## src/rtl/dac_ddr_pkg.sv

```systemverilog
// Shared constants for the DDR DAC output stage: mode codes, FSM states, mid-scale helper.
package dac_ddr_pkg;

    typedef enum logic [1:0] {
        MODE_NORMAL = 2'd0,
        MODE_MUTE   = 2'd1,
        MODE_RAMP   = 2'd2,
        MODE_CONST  = 2'd3
    } mode_e;

    typedef enum logic {
        ST_WARM = 1'b0,
        ST_RUN  = 1'b1
    } state_e;

    // Offset-binary zero for a dw-bit word (1 << (dw-1)); caller truncates to dw bits.
    function automatic logic [31:0] midscale(input int unsigned dw);
        return 32'd1 << (dw - 1);
    endfunction

endpackage

```

## src/rtl/dac_ddr_out_if.sv

```systemverilog
// Sample/control bus between the DSP chain and the DAC output stage.
//  master: drives data0/data1/dc_offset/mode/mode_stb/pattern, observes status and pins.
//  slave : the output stage; drives ready/sat/q0_mon/q1_mon/dacp/dacn.
interface dac_ddr_out_if #(
    parameter int unsigned DW = 14
);
    logic [DW-1:0] data0;
    logic [DW-1:0] data1;
    logic [DW-1:0] dc_offset;
    logic [1:0]    mode;
    logic          mode_stb;
    logic [DW-1:0] pattern;
    logic          ready;
    logic          sat;
    logic [DW-1:0] q0_mon;
    logic [DW-1:0] q1_mon;
    logic [DW-1:0] dacp;
    logic [DW-1:0] dacn;

    modport master (
        output data0, data1, dc_offset, mode, mode_stb, pattern,
        input  ready, sat, q0_mon, q1_mon, dacp, dacn
    );

    modport slave (
        input  data0, data1, dc_offset, mode, mode_stb, pattern,
        output ready, sat, q0_mon, q1_mon, dacp, dacn
    );
endinterface

```

## src/rtl/dac_ddr_cell.sv

```systemverilog
// One DAC pin pair: behavioural SAME_EDGE DDR register (both halves captured on the
// rising edge, d1 driven while clk is high, d2 while low) followed by a differential buffer.
//  clk   : DDR clock
//  d1/d2 : rising-half / falling-half data
//  pad_p/pad_n : differential output pair
module dac_ddr_cell (
    input  logic clk,
    input  logic d1,
    input  logic d2,
    output logic pad_p,
    output logic pad_n
);
    logic d1_r;
    logic d2_r;
    logic q;

    // Set/reset are tied off; the stage relies on its inputs being mid-scale during reset.
    always_ff @(posedge clk) begin
        d1_r <= d1;
        d2_r <= d2;
    end

    assign q     = clk ? d1_r : d2_r;
    assign pad_p = q;
    assign pad_n = ~q;
endmodule

```

## src/rtl/dac_ddr_out.sv

```systemverilog
// DDR output stage for an offset-binary LVDS DAC: DC offset with saturation, mode mux
// (normal/mute/ramp/const), post-reset warm-up hold, and per-bit DDR pin cells.
//  clk : sample-pair clock      rst : async active-high reset
//  bus : dac_ddr_out_if.slave (samples, offset, mode/strobe, pattern in;
//        ready, sticky sat, q0_mon/q1_mon taps, dacp/dacn pins out)
module dac_ddr_out
    import dac_ddr_pkg::*;
#(
    parameter int unsigned DW        = 14,
    parameter bit          TWOS_COMP = 1'b1,
    parameter int unsigned WARMUP    = 16,
    parameter int unsigned RAMP_STEP = 1
) (
    input  logic        clk,
    input  logic        rst,
    dac_ddr_out_if.slave bus
);
    localparam int unsigned   CW      = $clog2(WARMUP + 1);
    localparam logic [DW-1:0] MID     = DW'(midscale(DW));
    // Internally everything is two's complement; offset-binary inputs get their MSB flipped.
    localparam logic [DW-1:0] IN_FLIP = TWOS_COMP ? '0 : MID;
    localparam logic [DW-1:0] STEP    = DW'(RAMP_STEP);
    localparam logic [DW-1:0] STEP2   = DW'(2 * RAMP_STEP);

    state_e        state, state_nxt;
    logic [CW-1:0] warm_cnt, warm_cnt_nxt;
    logic          ready_r, ready_nxt;
    mode_e         mode_r, eff_mode;
    logic [DW-1:0] s1_0, s1_1;
    logic [DW:0]   c0, c1;
    logic          sat_r, sat_nxt;
    logic [DW-1:0] ramp_r, ramp_nxt;
    logic [DW-1:0] w0, w1;
    logic [DW-1:0] q0_r, q1_r;

    // Signed add in DW+1 bits, clamp to DW-bit range; returns {saturated, value}.
    function automatic logic [DW:0] add_clamp(input logic [DW-1:0] d, input logic [DW-1:0] off);
        logic [DW:0] s;
        s = {d[DW-1], d} + {off[DW-1], off};
        if (s[DW] != s[DW-1]) begin
            return {1'b1, s[DW], {(DW-1){~s[DW]}}};
        end
        return {1'b0, s[DW-1:0]};
    endfunction

    // Warm-up FSM state register.
    always_ff @(posedge clk or posedge rst) begin
        if (rst) begin
            state    <= ST_WARM;
            warm_cnt <= '0;
            ready_r  <= 1'b0;
        end else begin
            state    <= state_nxt;
            warm_cnt <= warm_cnt_nxt;
            ready_r  <= ready_nxt;
        end
    end

    // Warm-up FSM next state: RUN and ready on the edge the counter reaches WARMUP.
    always_comb begin
        state_nxt    = state;
        warm_cnt_nxt = warm_cnt;
        case (state)
            ST_WARM: begin
                if (warm_cnt == CW'(WARMUP - 1)) begin
                    state_nxt    = ST_RUN;
                    warm_cnt_nxt = CW'(WARMUP);
                end else begin
                    warm_cnt_nxt = warm_cnt + CW'(1);
                end
            end
            ST_RUN:  ;
            default: state_nxt = ST_WARM;
        endcase
        ready_nxt = (state_nxt == ST_RUN);
    end

    // Warm-up overrides the latched mode with mute.
    assign eff_mode = (state == ST_RUN) ? mode_r : MODE_MUTE;

    assign c0 = add_clamp(bus.data0 ^ IN_FLIP, bus.dc_offset ^ IN_FLIP);
    assign c1 = add_clamp(bus.data1 ^ IN_FLIP, bus.dc_offset ^ IN_FLIP);

    // A saturation in the strobe cycle beats the clear.
    assign sat_nxt  = (bus.mode_stb ? 1'b0 : sat_r) | c0[DW] | c1[DW];
    assign ramp_nxt = (eff_mode == MODE_RAMP) ? ramp_r + STEP2 : '0;

    // S2 mode mux, two's complement domain.
    always_comb begin
        w0 = '0;
        w1 = '0;
        case (eff_mode)
            MODE_NORMAL: begin
                w0 = s1_0;
                w1 = s1_1;
            end
            MODE_RAMP: begin
                w0 = ramp_r;
                w1 = ramp_r + STEP;
            end
            MODE_CONST: begin
                w0 = bus.pattern ^ IN_FLIP;
                w1 = bus.pattern ^ IN_FLIP;
            end
            default: ;
        endcase
    end

    // Mode latch, S1 clamp stage, ramp counter and S2 offset-binary output.
    always_ff @(posedge clk or posedge rst) begin
        if (rst) begin
            mode_r <= MODE_MUTE;
            s1_0   <= '0;
            s1_1   <= '0;
            sat_r  <= 1'b0;
            ramp_r <= '0;
            q0_r   <= MID;
            q1_r   <= MID;
        end else begin
            if (bus.mode_stb) begin
                mode_r <= mode_e'(bus.mode);
            end
            s1_0   <= c0[DW-1:0];
            s1_1   <= c1[DW-1:0];
            sat_r  <= sat_nxt;
            ramp_r <= ramp_nxt;
            q0_r   <= w0 ^ MID;
            q1_r   <= w1 ^ MID;
        end
    end

    assign bus.ready  = ready_r;
    assign bus.sat    = sat_r;
    assign bus.q0_mon = q0_r;
    assign bus.q1_mon = q1_r;

    for (genvar i = 0; i < DW; i++) begin : g_cell
        dac_ddr_cell u_cell (
            .clk   (clk),
            .d1    (q0_r[i]),
            .d2    (q1_r[i]),
            .pad_p (bus.dacp[i]),
            .pad_n (bus.dacn[i])
        );
    end
endmodule
```

## src/flat_wrapper.sv

```systemverilog
// flat-port wrapper written by rule: the top's interface ports become plain ports
module dac_ddr_out_flat import dac_ddr_pkg::*;
#(
    parameter int unsigned DW        = 14,
    parameter bit          TWOS_COMP = 1'b1,
    parameter int unsigned WARMUP    = 16,
    parameter int unsigned RAMP_STEP = 1
)
  (clk, rst, bus_data0, bus_data1, bus_dc_offset, bus_mode, bus_mode_stb, bus_pattern, bus_ready, bus_sat, bus_q0_mon, bus_q1_mon, bus_dacp, bus_dacn);
  dac_ddr_out_if #(.DW(DW)) bus_i ();
  input  logic clk;
  input  logic rst;
  input wire logic [$bits(bus_i.data0)-1:0] bus_data0;
  input wire logic [$bits(bus_i.data1)-1:0] bus_data1;
  input wire logic [$bits(bus_i.dc_offset)-1:0] bus_dc_offset;
  input wire logic [$bits(bus_i.mode)-1:0] bus_mode;
  input wire logic [$bits(bus_i.mode_stb)-1:0] bus_mode_stb;
  input wire logic [$bits(bus_i.pattern)-1:0] bus_pattern;
  output wire logic [$bits(bus_i.ready)-1:0] bus_ready;
  output wire logic [$bits(bus_i.sat)-1:0] bus_sat;
  output wire logic [$bits(bus_i.q0_mon)-1:0] bus_q0_mon;
  output wire logic [$bits(bus_i.q1_mon)-1:0] bus_q1_mon;
  output wire logic [$bits(bus_i.dacp)-1:0] bus_dacp;
  output wire logic [$bits(bus_i.dacn)-1:0] bus_dacn;
  assign bus_i.data0 = bus_data0;
  assign bus_i.data1 = bus_data1;
  assign bus_i.dc_offset = bus_dc_offset;
  assign bus_i.mode = bus_mode;
  assign bus_i.mode_stb = bus_mode_stb;
  assign bus_i.pattern = bus_pattern;
  assign bus_ready = bus_i.ready;
  assign bus_sat = bus_i.sat;
  assign bus_q0_mon = bus_i.q0_mon;
  assign bus_q1_mon = bus_i.q1_mon;
  assign bus_dacp = bus_i.dacp;
  assign bus_dacn = bus_i.dacn;
  dac_ddr_out #(.DW(DW), .TWOS_COMP(TWOS_COMP), .WARMUP(WARMUP), .RAMP_STEP(RAMP_STEP)) u_core (.clk(clk), .rst(rst), .bus(bus_i));
endmodule
```

## config.mk

```make
export PLATFORM = sky130hd
export DESIGN_NAME = dac_ddr_out_flat
export DESIGN_NICKNAME = d
export VERILOG_FILES = /design/src/rtl/dac_ddr_pkg.sv /design/src/rtl/dac_ddr_out_if.sv /design/src/rtl/dac_ddr_cell.sv /design/src/rtl/dac_ddr_out.sv /design/src/flat_wrapper.sv
export SDC_FILE = /design/constraint.sdc
export NUM_CORES = 1
export LEC_CHECK = 0
export BUFFER_PORTS_ARGS = -buffer_cell sky130_fd_sc_hd__buf_2
export CORE_MARGIN = 1
export CORE_UTILIZATION = 55
export CTS_CLUSTER_SIZE = 16
export DETAILED_ROUTE_END_ITERATION = 10
export PLACE_DENSITY = 0.89
export SETUP_SLACK_MARGIN = 0.02
export SYNTH_ARGS = -nofsm -noshare
export SYNTH_HDL_FRONTEND = slang
export SYNTH_HIERARCHICAL = 1
export SYNTH_SLANG_ARGS = --single-unit
```

## constraint.sdc

```tcl
create_clock -name clk -period 3.7 [get_ports clk]
set_input_delay 0.925 -clock clk [delete_from_list [all_inputs] [get_ports clk]]
set_output_delay 0.925 -clock clk [all_outputs]
set_load 0.01 [all_outputs]
```

### Yosys cells after proc, flatten, opt, wreduce, memory -nomap -nowiden

Cells that the tools add are included.

* input port bits: 61
* word-level logic and storage cells: 96
* register bits after elaboration: 107

* equal/unequal tests: 5
* add/sub/neg operators: 5
* muxes and demuxes: 28
* bitwise operators: 20
* reductions and logical operators: 1

Operator list (number)
* $pmux 14 s3: 2
* $mux 15: 4
* $add 14x14->15: 2
* $mux 1: 19
* $not 1->1: 18
* $add 14x1->14 const B: 1
* $add 14x2->14 const B: 1
* $mux 14: 1
* $add 5x1->5 const B: 1
* $eq 5x4->1 const B: 1
* $mux 5: 1
* $eq 2x2->1 const B: 2
* $logic_not 2->1: 1
* $mux 2: 1
* $ne 1x1->1: 2
* $or 1x1->1: 2

### Depth between registers and ports, before layout

Gate-level depths: netlist (run 1).

* depth in word-level cells: 6
* depth in mapped cells: 12
* mapped depth without buffers: 11

### Hierarchy

Netlist (run 1), hierarchy kept.

By module, submodules not included
* dac_ddr_out: area each 4606.9 um^2, cells each 464, sequential area each 1955.6 um^2, instances 1
* dac_ddr_cell: area each 65.1 um^2, cells each 4, sequential area each 40.0 um^2, instances 14

==> results of run 1 <==
[cells by family after synthesis]
family,count (synthesis),synth area share [%]
buf+inv,31,2.15
mux,60,12.2
xor+xnor,31,4.92
fa+ha+maj,37,8.66
flops,106,45.6
simple gates,123,11.1
compound gates,132,15.4
[worst max-delay path, delay by kind of cell]
kind | cells | cell delay (ps)
buf+inv | 4 | 560
mux | 1 | 300
[placed cells by master (no fill, tap or decap), drive strengths merged, types with 3 or more instances in the layout]
master and n:
nor2 26, and3 7, clkbuf 33, a21o 10, and2 27, o21a 4
o21bai 4, nand2 33, nand3 13, a2111oi 3, buf 128, dfrtp 75
o21ai 57, mux2 17, mux2i 43, a211oi 5, nand2b 4, dfstp 3
o211ai 8, a21oi 28, xnor2 13, inv 15, or2 4, o31ai 3
xor2 18, dfxtp 28, ha 35
[sequential cells by signal, summed over array words and instances (netlist names)]
signal / count
u_core/warm_cnt: 5
u_core/bus.q1_mon: 14
u_core/ramp_r: 13
u_core/mode_r: 2
u_core/s1_0: 14
u_core/g_cell.u_cell/d2_r: 14
u_core/bus.sat: 1
u_core/bus.q0_mon: 14
u_core/s1_1: 14
u_core/bus.ready: 1
u_core/g_cell.u_cell/d1_r: 14
[metrics by stage]
step                hold slack [ps]  utilization [%]
finish                          361             69.7
global route                    372             69.7
CTS                             361             69.7
detailed placement              348             64.8
global placement                348             64.8
floorplan                       410                -
[final timing paths]
check / start / endpoint / cells after the start
min in group asynchronous: rst / u_core/bus.ready / 2
hold reg to reg: u_core/bus.q1_mon[1] / u_core/g_cell[1].u_cell/d2_r / 0
setup reg to reg: u_core/mode_r[1] / u_core/bus.q1_mon[7] / 4
hold / removal: u_core/bus.q1_mon[1] / u_core/g_cell[1].u_cell/d2_r / 0
max in group asynchronous: rst / u_core/bus.q0_mon[1] / 3
setup / recovery: clk / bus_dacp[1] / 5
[per-layer routing]
metal  vias up  track usage (%)  share of wire, %
li1       2116                -                 -
met1      2141             33.9                42
met2       247             42.5                48
met3        40             6.84               7.3
met4         0             19.5               2.7
met5         -                0                 0
[power by group through the flow]
stage	Sequential, uW	Combinational (uW)	Clock (uW)
floorplan	1530	464	406
global placement	1540	706	548
detailed placement	1550	728	548
CTS	1550	754	2100
global route	1570	837	2190
finish	1550	760	2050
[area by class of cell]
class	instances	share of cell area, %
Tap cell	133	2.45
Timing Repair Buffer	100	7.93
Inverter	15	0.830
Clock buffer	61	9.22
Multi-Input combinational cell	383	42.5
Sequential cell	106	37.1
==> metrics.md, run 1 <==
| Metric | Value |
|---|---|
| Top Ports | `119` |
| Core area | `9730 um^2` |
| Area occupied by registers | `2520 um^2` |
| Cell taking the most area after synthesis | `dfrtp_1` |
| CP Data Required Time | `2770 ps` |
| Int Pwr | `2950 uW` |
| Die H | `102 um` |
| Synth cell count leaders | `75 x dfrtp_1, 53 x o21ai_0, 43 x mux2i_1` |
| Final Hold Viols | `0` |
| Placed cell count | `765` |
| Area Growth Syn to Fin | `23.0%` |
| Gate power share | `17.4%` |
| Antenna violations before repair | `0` |
| Power Density | `642 nW/um^2` |
| Slew @ Worst Pin | `812 ps` |
| Vias in the first global route | `4640` |
| Setup Skew | `8.83 ps` |
| Most frequent cell after synthesis | `dfrtp_1` |
| RSZ-0062 raised after global routing | `false` |
| Post-Route WL | `14.0 mm` |
| #FFs+latches synth | `106` |
| Site Rows | `36` |
| Final net count | `752` |
| Layout cells sized above 1 | `27.8%` |
| Switching Fraction | `32.3%` |
| DRC viols | `0` |
| CP Class | `clock port to output pin` |
| Post-Layout Cell Count | `798` |
| Post_cts resized | `0` |
| Crit path capture type | `output pin` |
| Width of the die | `102 um` |
| Initial DRC count | `202` |
| Sw Pwr | `1410 uW` |
| Setup tns final | `0 ps` |
| Postcts setup bufs | `0` |
| Setup Slack @ Placement | `21.3 ps` |
| Most frequent CP cell | `clkbuf_8` |
| Post-CTS Hold Buffers | `0` |
| Status | `complete, no violations` |
| Clk_lat worst skew | `470 ps` |
| Port Buffers | `118` |
| Sequential element share of the synthesized area | `45.6%` |
| Starting Density | `56.7%` |
| Tot Pwr | `4360 uW` |
| Global-route wire length before repair | `21.6 mm` |
| Crit path DAT | `2730 ps` |
| Post-synth EDFFs | `0` |
| Dpl hpwl | `9.18 mm` |
| GRT overflow | `0` |
| Power share of the clock group | `47.0%` |
| All-layer global routing usage | `27.5%` |
| Largest cells by area after synthesis | `dfrtp_1 34%, dfxtp_1 10%, ha_1 7.9%` |
| Relative slew slack | `45.9%` |
| Vias per cell | `5.69` |
| Asr flop ratio synth | `73.6%` |
| CP peak stage delay | `300 ps` |
| Largest net degree at the start of global routing | `42` |
| Syn Nets | `618` |
| Worst-path clk slew | `90 ps` |
| Final worst slack | `48.5 ps` |
| Startpoint types | `clock port` |
| Final Max Tran Viols | `0` |
| Synth warn | `6` |
| Setup-failing EPs final | `0` |
| Max_cap viols | `0` |
| Die ar. | `10400 um^2` |
| DR WL/cell | `17.5 um` |
| Antenna diode instance count | `0` |
| Area occupied by multi-input gates | `2880 um^2` |
| VDD IR-drop max | `0.546 mV` |
| R2R Setup Slk | `1600 ps` |
| Area share of the largest cell type after synthesis | `34.0%` |
| Leakage | `0.00337 uW` |
| Final GP Congestion | `0.895` |
| Filler cell count | `693` |
| CP Max Fanout | `5` |
| Ys flop type | `dfrtp_1` |
| Hold Path Class | `register to register` |
| Syn Inst Count | `520` |
| ANT nets after route | `0` |
| Crit-path cells | `clkbuf_8 > clkbuf_8 > clkbuf_16 > mux2_4 > buf_2` |
| Via count | `4544` |
| Slowest CP cell | `mux2_4` |
| Sequential fraction of design power | `35.5%` |
| Cell area after synthesis | `5520 um^2` |
| Pre-antenna DRT Iters | `5` |
| CTS tree | `yes` |
| Post-layout instance area | `6790 um^2` |
| Placed inst area | `6300 um^2` |
| Post-Syn Area per Cell | `10.6 um^2` |
| Library cells used by synthesis | `47` |
(Power assumes the default switching activity.)
==> inputs of run 2 (changes only) <==
Settings changed: CELL_PAD_IN_SITES_DETAIL_PLACEMENT set to 0, CELL_PAD_IN_SITES_GLOBAL_PLACEMENT set to 1, CORE_UTILIZATION 55 to 42, PLACE_DENSITY 0.89 to 0.87.
==> run 2 against run 1 <==
- sequential share of layout area fell by 1.2 points
- critical path depth did not move
- setup slack improved by 9.3 ps
- clock skew fell by 3.0 ps
- first-iteration DRC count fell by 13%
- critical endpoint is now bus_dacp[13]
- largest cell class unchanged
- largest power group unchanged
- highest routed layer unchanged
==> metrics.md, run 2 (same netlist as run 1, synthesis figures left out) <==
| Metric | Value |
|---|---|
| CP top delay family | `buffers and inverters` |
| DR WL/cell | `14.6 um (-17%)` |
| R2r worst-path depth | `4 (unchanged)` |
| Setup Skew | `5.80 ps (-3.03 ps)` |
| Layout cells sized above 1 | `27.8% (unchanged)` |
| Largest net degree at the start of global routing | `68 (+62%)` |
| Crit path DAT | `2720 ps (about the same)` |
| CP Max Fanout | `5 (unchanged)` |
| Die ar. | `13600 um^2 (+30%)` |
| Leakage | `0.00345 uW (+2.3%)` |
| Via count | `4257 (-6.3%)` |
| Global-route wire length before repair | `20.2 mm (-6.6%)` |
| Final GP Congestion | `0.808 (-9.7%)` |
| Clk_lat worst skew | `450 ps (-20 ps)` |
| Startpoint types | `clock port` |
| Hold Path Class | `register to register` |
| Top Ports | `119 (unchanged)` |
| Crit path capture type | `output pin` |
| Most frequent CP cell | `clkbuf_16` |
| Setup-failing EPs final | `0 (unchanged)` |
| Max_cap viols | `0 (unchanged)` |
| Dpl hpwl | `8.95 mm (-2.5%)` |
| Final Util | `55.2% (-15 points)` |
| Area occupied by multi-input gates | `2880 um^2 (unchanged)` |
| Post-Route WL | `12.2 mm (-13%)` |
| ANT nets after route | `0 (unchanged)` |
| Post-Layout Cell Count | `837 (+4.9%)` |
| Crit-path cells | `clkbuf_16 > clkbuf_16 > clkbuf_16 > mux2_4 > buf_2` |
| R2R Setup Slk | `1950 ps (+350 ps)` |
| Vias in the first global route | `4449 (-4.1%)` |
| Worst hold start | `u_core/bus.q1_mon[1]` |
| DRC viols | `0 (unchanged)` |
| Die H | `117 um (+14%)` |
| Final worst slack | `57.9 ps (+9.33 ps)` |
| Relative slew slack | `61.0% (+15 points)` |
| Power Density | `677 nW/um^2 (+5.5%)` |
| Worst hold slack | `363 ps (+1.80 ps)` |
| Hold Crit Depth | `0 (unchanged)` |
| Filler cell count | `1122 (+62%)` |
| Placed cell count | `804 (+5.1%)` |
| VDD IR-drop max | `0.272 mV (-50%)` |
| RSZ-0062 raised after global routing | `false` |
| Core area | `12700 um^2 (+31%)` |
| CP peak stage delay | `290 ps (about the same)` |
| Antenna violations before repair | `0 (unchanged)` |
| Area Growth Syn to Fin | `27.2%` |
| CP Class | `clock port to output pin` |
| Final Hold Viols | `0 (unchanged)` |
| Slowest CP cell | `mux2_4` |
| Width of the die | `117 um (+14%)` |
| Worst r2r src | `u_core/mode_r[0]` |
| Hold endpoint | `u_core/g_cell[1].u_cell/d2_r` |
| Area occupied by registers | `2520 um^2 (unchanged)` |
| Antenna diode instance count | `0 (unchanged)` |
| Commonest non-fill, non-tap cells in the layout | `117 x buf_2, 75 x dfrtp_1, 53 x o21ai_0, 43 x mux2i_1, 35 x ha_1` |
| Pre-antenna DRT Iters | `4 (-1)` |
| Worst Path Buf+Inv | `4 (unchanged)` |
| Vias per cell | `5.09 (-11%)` |
| FF-to-FF End | `u_core/bus.q1_mon[12]` |
| Worst-path clk slew | `60 ps (-30 ps)` |
| Status | `complete, no violations` |
| Post_cts resized | `0 (unchanged)` |
| Setup Slack @ Placement | `44.9 ps (+23.6 ps)` |
| Site Rows | `41 (+14%)` |
| Post-CTS Hold Buffers | `0 (unchanged)` |
| Starting Density | `43.4% (-13 points)` |
| Slew @ Worst Pin | `583 ps (-229 ps)` |
| Final Max Tran Viols | `0 (unchanged)` |
| Port Buffers | `118 (unchanged)` |
| CP Data Required Time | `2770 ps (about the same)` |
| Final net count | `752 (unchanged)` |
| Initial DRC count | `176 (-13%)` |
| Setup tns final | `0 ps (unchanged)` |
| All-layer global routing usage | `19.2% (-8.4 points)` |
| CTS tree | `yes` |
| GRT overflow | `0 (unchanged)` |
| Commonest non-fill, non-tap cell in the layout | `buf_2` |
| Postcts setup bufs | `0 (unchanged)` |
-- run 2: cell types whose count changed in the layout (fill, tap and decap cells not counted), sizes merged --
cell      before  now
clkbuf        33   28
bufinv         0    3
clkinv         0    1
clkinvlp       0    1
-- run 2: routing by layer --
layer  vias to the layer above  GRT usage [%]  wire length, um
met5                         -              0                0
met4                         0           13.3              331
met3                        28           4.98              693
met2                       134           29.1             5580
met1                      1978           23.9             5630
li1                       2117              -                -
-- run 2: through the flow --
| stage | total power (uW) | instance area, um^2 |
|---|---|---|
| CTS | 4820 | 7010 |
| detailed placement | 2830 | 6350 |
| global route | 5050 | 7020 |
| global placement | 2800 | 6350 |
| finish | 4750 | 7020 |
| floorplan | 2400 | 5520 |
-- run 2: area by class of cell --
class                      count  share of cell area [%]
tap                          172                    3.07
clock buffer                  56                    10.1
timing repair buffer         100                    7.67
multi-input combinational    383                    41.1
clock inverter                 5                    1.44
sequential                   106                    35.9
inverter                      15                   0.802
-- run 2: power breakdown --
part	switching, uW	leakage (uW)	internal [uW]
clock	850	0.000620	1640
combinational	411	0.00163	326
sequential	122	0.00120	1400
-- run 2: worst max path at each step --
stage | startpoint | to | slack, ps | depth (start not counted)
after CTS | clk | bus_dacp[13] | 40 | 5
final | clk | bus_dacp[13] | 60 | 5
after floorplan | bus_data1[6] | u_core/s1_1[0] | 220 | 10
after detailed placement | bus_dc_offset[1] | u_core/s1_0[11] | 40 | 11
after global placement | bus_data1[6] | u_core/s1_1[10] | 110 | 10
after global routing | clk | bus_dacp[13] | 30 | 5
==> inputs of run 3 (changes only) <==
Settings changed: PLACE_DENSITY 0.87 to 0.85, REMOVE_ABC_BUFFERS set to 1.
==> run 3 against run 2 <==
- sequential cell count stayed put
- critical path type unchanged
- hold slack hardly changed
- critical endpoint is now bus_dacp[0]
- clock power is 6% lower
- die area stayed put
- setup slack hardly changed
- register-to-register slack hardly changed
- clock skew is 0.97 ps lower
==> metrics.md, run 3 (same netlist as run 1, synthesis figures left out) <==
| Metric | Value |
|---|---|
| CP startpoint | `clk` |
| Clk_lat worst skew | `450 ps (about the same)` |
| GR Util met3 | `4.31% (-0.67 points)` |
| Commonest non-fill, non-tap cell in the layout | `buf_2` |
| Dpl hpwl | `9.32 mm (+4.1%)` |
| CP Class | `clock port to output pin` |
| Critical path depth in cells | `5 (unchanged)` |
| Layer with the highest usage | `met2` |
| ANT nets after route | `0 (unchanged)` |
| Final GP Congestion | `0.862 (+6.6%)` |
| Post_cts resized | `0 (unchanged)` |
| Crit path capture type | `output pin` |
| Via count | `4265 (+0.19%)` |
| Port Buffers | `118 (unchanged)` |
| DR WL/cell | `14.6 um (about the same)` |
| Antenna diode instance count | `0 (unchanged)` |
| Relative slew slack | `49.0% (-12 points)` |
| RSZ-0062 raised after global routing | `false` |
| Power Density | `661 nW/um^2 (-2.3%)` |
| Layout cells sized above 1 | `28.2% (+0.34 points)` |
| Final worst slack | `58.1 ps (+0.250 ps)` |
| Final net count | `752 (unchanged)` |
| Die ar. | `13600 um^2 (unchanged)` |
| CP top delay family | `buffers and inverters` |
| GRT overflow | `0 (unchanged)` |
| Most frequent CP cell | `clkbuf_16` |
| Slowest CP cell | `mux2_4` |
| Worst r2r src | `u_core/mode_r[0]` |
| CP peak stage delay | `290 ps (about the same)` |
| Pre-antenna DRT Iters | `4 (unchanged)` |
| Grt met2 use | `30.8% (+1.7 points)` |
| Final Hold Viols | `0 (unchanged)` |
| Vias per cell | `5.10 (+0.31%)` |
| Slew @ Worst Pin | `764 ps (+181 ps)` |
| Die H | `117 um (unchanged)` |
| Width of the die | `117 um (unchanged)` |
| Vias in the first global route | `4414 (-0.79%)` |
| Final Max Tran Viols | `0 (unchanged)` |
| Global-route met1 utilization | `23.7% (-0.20 points)` |
| Top Ports | `119 (unchanged)` |
| R2r worst-path depth | `5 (+1)` |
| FF-to-FF End | `u_core/bus.q0_mon[10]` |
| Max_cap viols | `0 (unchanged)` |
| All-layer global routing usage | `19.4% (+0.20 points)` |
| Commonest non-fill, non-tap cells in the layout | `118 x buf_2, 75 x dfrtp_1, 53 x o21ai_0, 43 x mux2i_1, 35 x ha_1` |
| Startpoint types | `clock port` |
| Worst hold slack | `363 ps (+0.284 ps)` |
| VDD IR-drop max | `0.233 mV (-15%)` |
| Antenna violations before repair | `0 (unchanged)` |
| Postcts setup bufs | `0 (unchanged)` |
| Worst Path Buf+Inv | `4 (unchanged)` |
| Setup Skew | `4.83 ps (-0.972 ps)` |
| Site Rows | `41 (unchanged)` |
| Crit-path cells | `clkbuf_16 > clkbuf_16 > clkbuf_16 > mux2_4 > buf_2` |
| Crit path DAT | `2720 ps (about the same)` |
| Global-route wire length before repair | `20.1 mm (-0.58%)` |
| Worst-path clk slew | `70 ps (about the same)` |
| CP Max Fanout | `4 (-1)` |
| R2R Setup Slk | `1950 ps (about the same)` |
| CTS tree | `yes` |
| CP Data Required Time | `2770 ps (about the same)` |
| Setup Slack @ Placement | `67.6 ps (+22.8 ps)` |
| Tot Pwr | `4620 uW (-2.8%)` |
| Starting Density | `43.4% (unchanged)` |
| Hold Path Class | `register to register` |
| Post-Route WL | `12.2 mm (about the same)` |
| Core area | `12700 um^2 (unchanged)` |
| Initial DRC count | `210 (+19%)` |
| Setup-failing EPs final | `0 (unchanged)` |
| Critical path endpoint | `bus_dacp[0]` |
| Area Growth Syn to Fin | `26.5%` |
| Post-CTS Hold Buffers | `0 (unchanged)` |
| Status | `complete, no violations` |
| Largest net degree at the start of global routing | `45 (-34%)` |
| DRC viols | `0 (unchanged)` |
| Setup tns final | `0 ps (unchanged)` |
| Leakage | `0.00343 uW (-0.60%)` |
## run 3: changes by cell type in the layout (fill, tap and decap cells not counted)
cell        previous run  this run
clkbuf_1               6         4
buf_6                  1         0
buf_2                117       118
clkinv_2               0         1
clkinvlp_4             1         3
bufinv_16              3         1
clkinv_4               0         1
buf_4                  9         8
buf_12                 1         2
clkinv_1               1         0
## run 3: routing by layer
metal | vias up | wire (um)
met5 | - | 0
met4 | 0 | 363
met3 | 24 | 515
met2 | 131 | 5820
met1 | 1986 | 5540
li1 | 2124 | -
## run 3: how the worst min path moves through the flow
stage                                from                            end  depth (start not counted)
floorplan            u_core/bus.q0_mon[0]   u_core/g_cell[0].u_cell/d1_r                          0
global placement     u_core/bus.q1_mon[0]   u_core/g_cell[0].u_cell/d2_r                          0
detailed placement   u_core/bus.q0_mon[6]   u_core/g_cell[6].u_cell/d1_r                          0
CTS                  u_core/bus.q0_mon[7]   u_core/g_cell[7].u_cell/d1_r                          0
global route        u_core/bus.q1_mon[12]  u_core/g_cell[12].u_cell/d2_r                          0
finish               u_core/bus.q0_mon[7]   u_core/g_cell[7].u_cell/d1_r                          0
## run 3: worst reg2reg max path, cell delays in order (launching register included)
cell and delay (ps):
dfstp_2 520, buf_4 260, and2_1 510, nand2_1 140, o21ai_0 100, and2_1 160
## run 3: final cells by class
class,count,area [um^2]
clock buffers,54,694
clock inverters,6,66.3
fillers,1134,5740
inverters,15,56.3
multi-input cells,383,2880
flip-flops and latches,106,2520
well taps,172,215
repair buffers,100,551
## run 3: metrics by stage
stage / area (um^2) / util, % / std cells
after global placement: 6360 / 50.0 / 804
after CTS: 6980 / 54.9 / 836
after detailed placement: 6360 / 50.0 / 804
after global routing: 6980 / 54.9 / 836
final: 6980 / 54.9 / 836
after floorplan: 5460 / - / 504
## run 3: power by group
group	total, uW	leakage (uW)	internal, uW	switching, uW
clock	2350	0.000595	1490	852
combinational	754	0.00163	336	418
sequential	1520	0.00120	1400	117
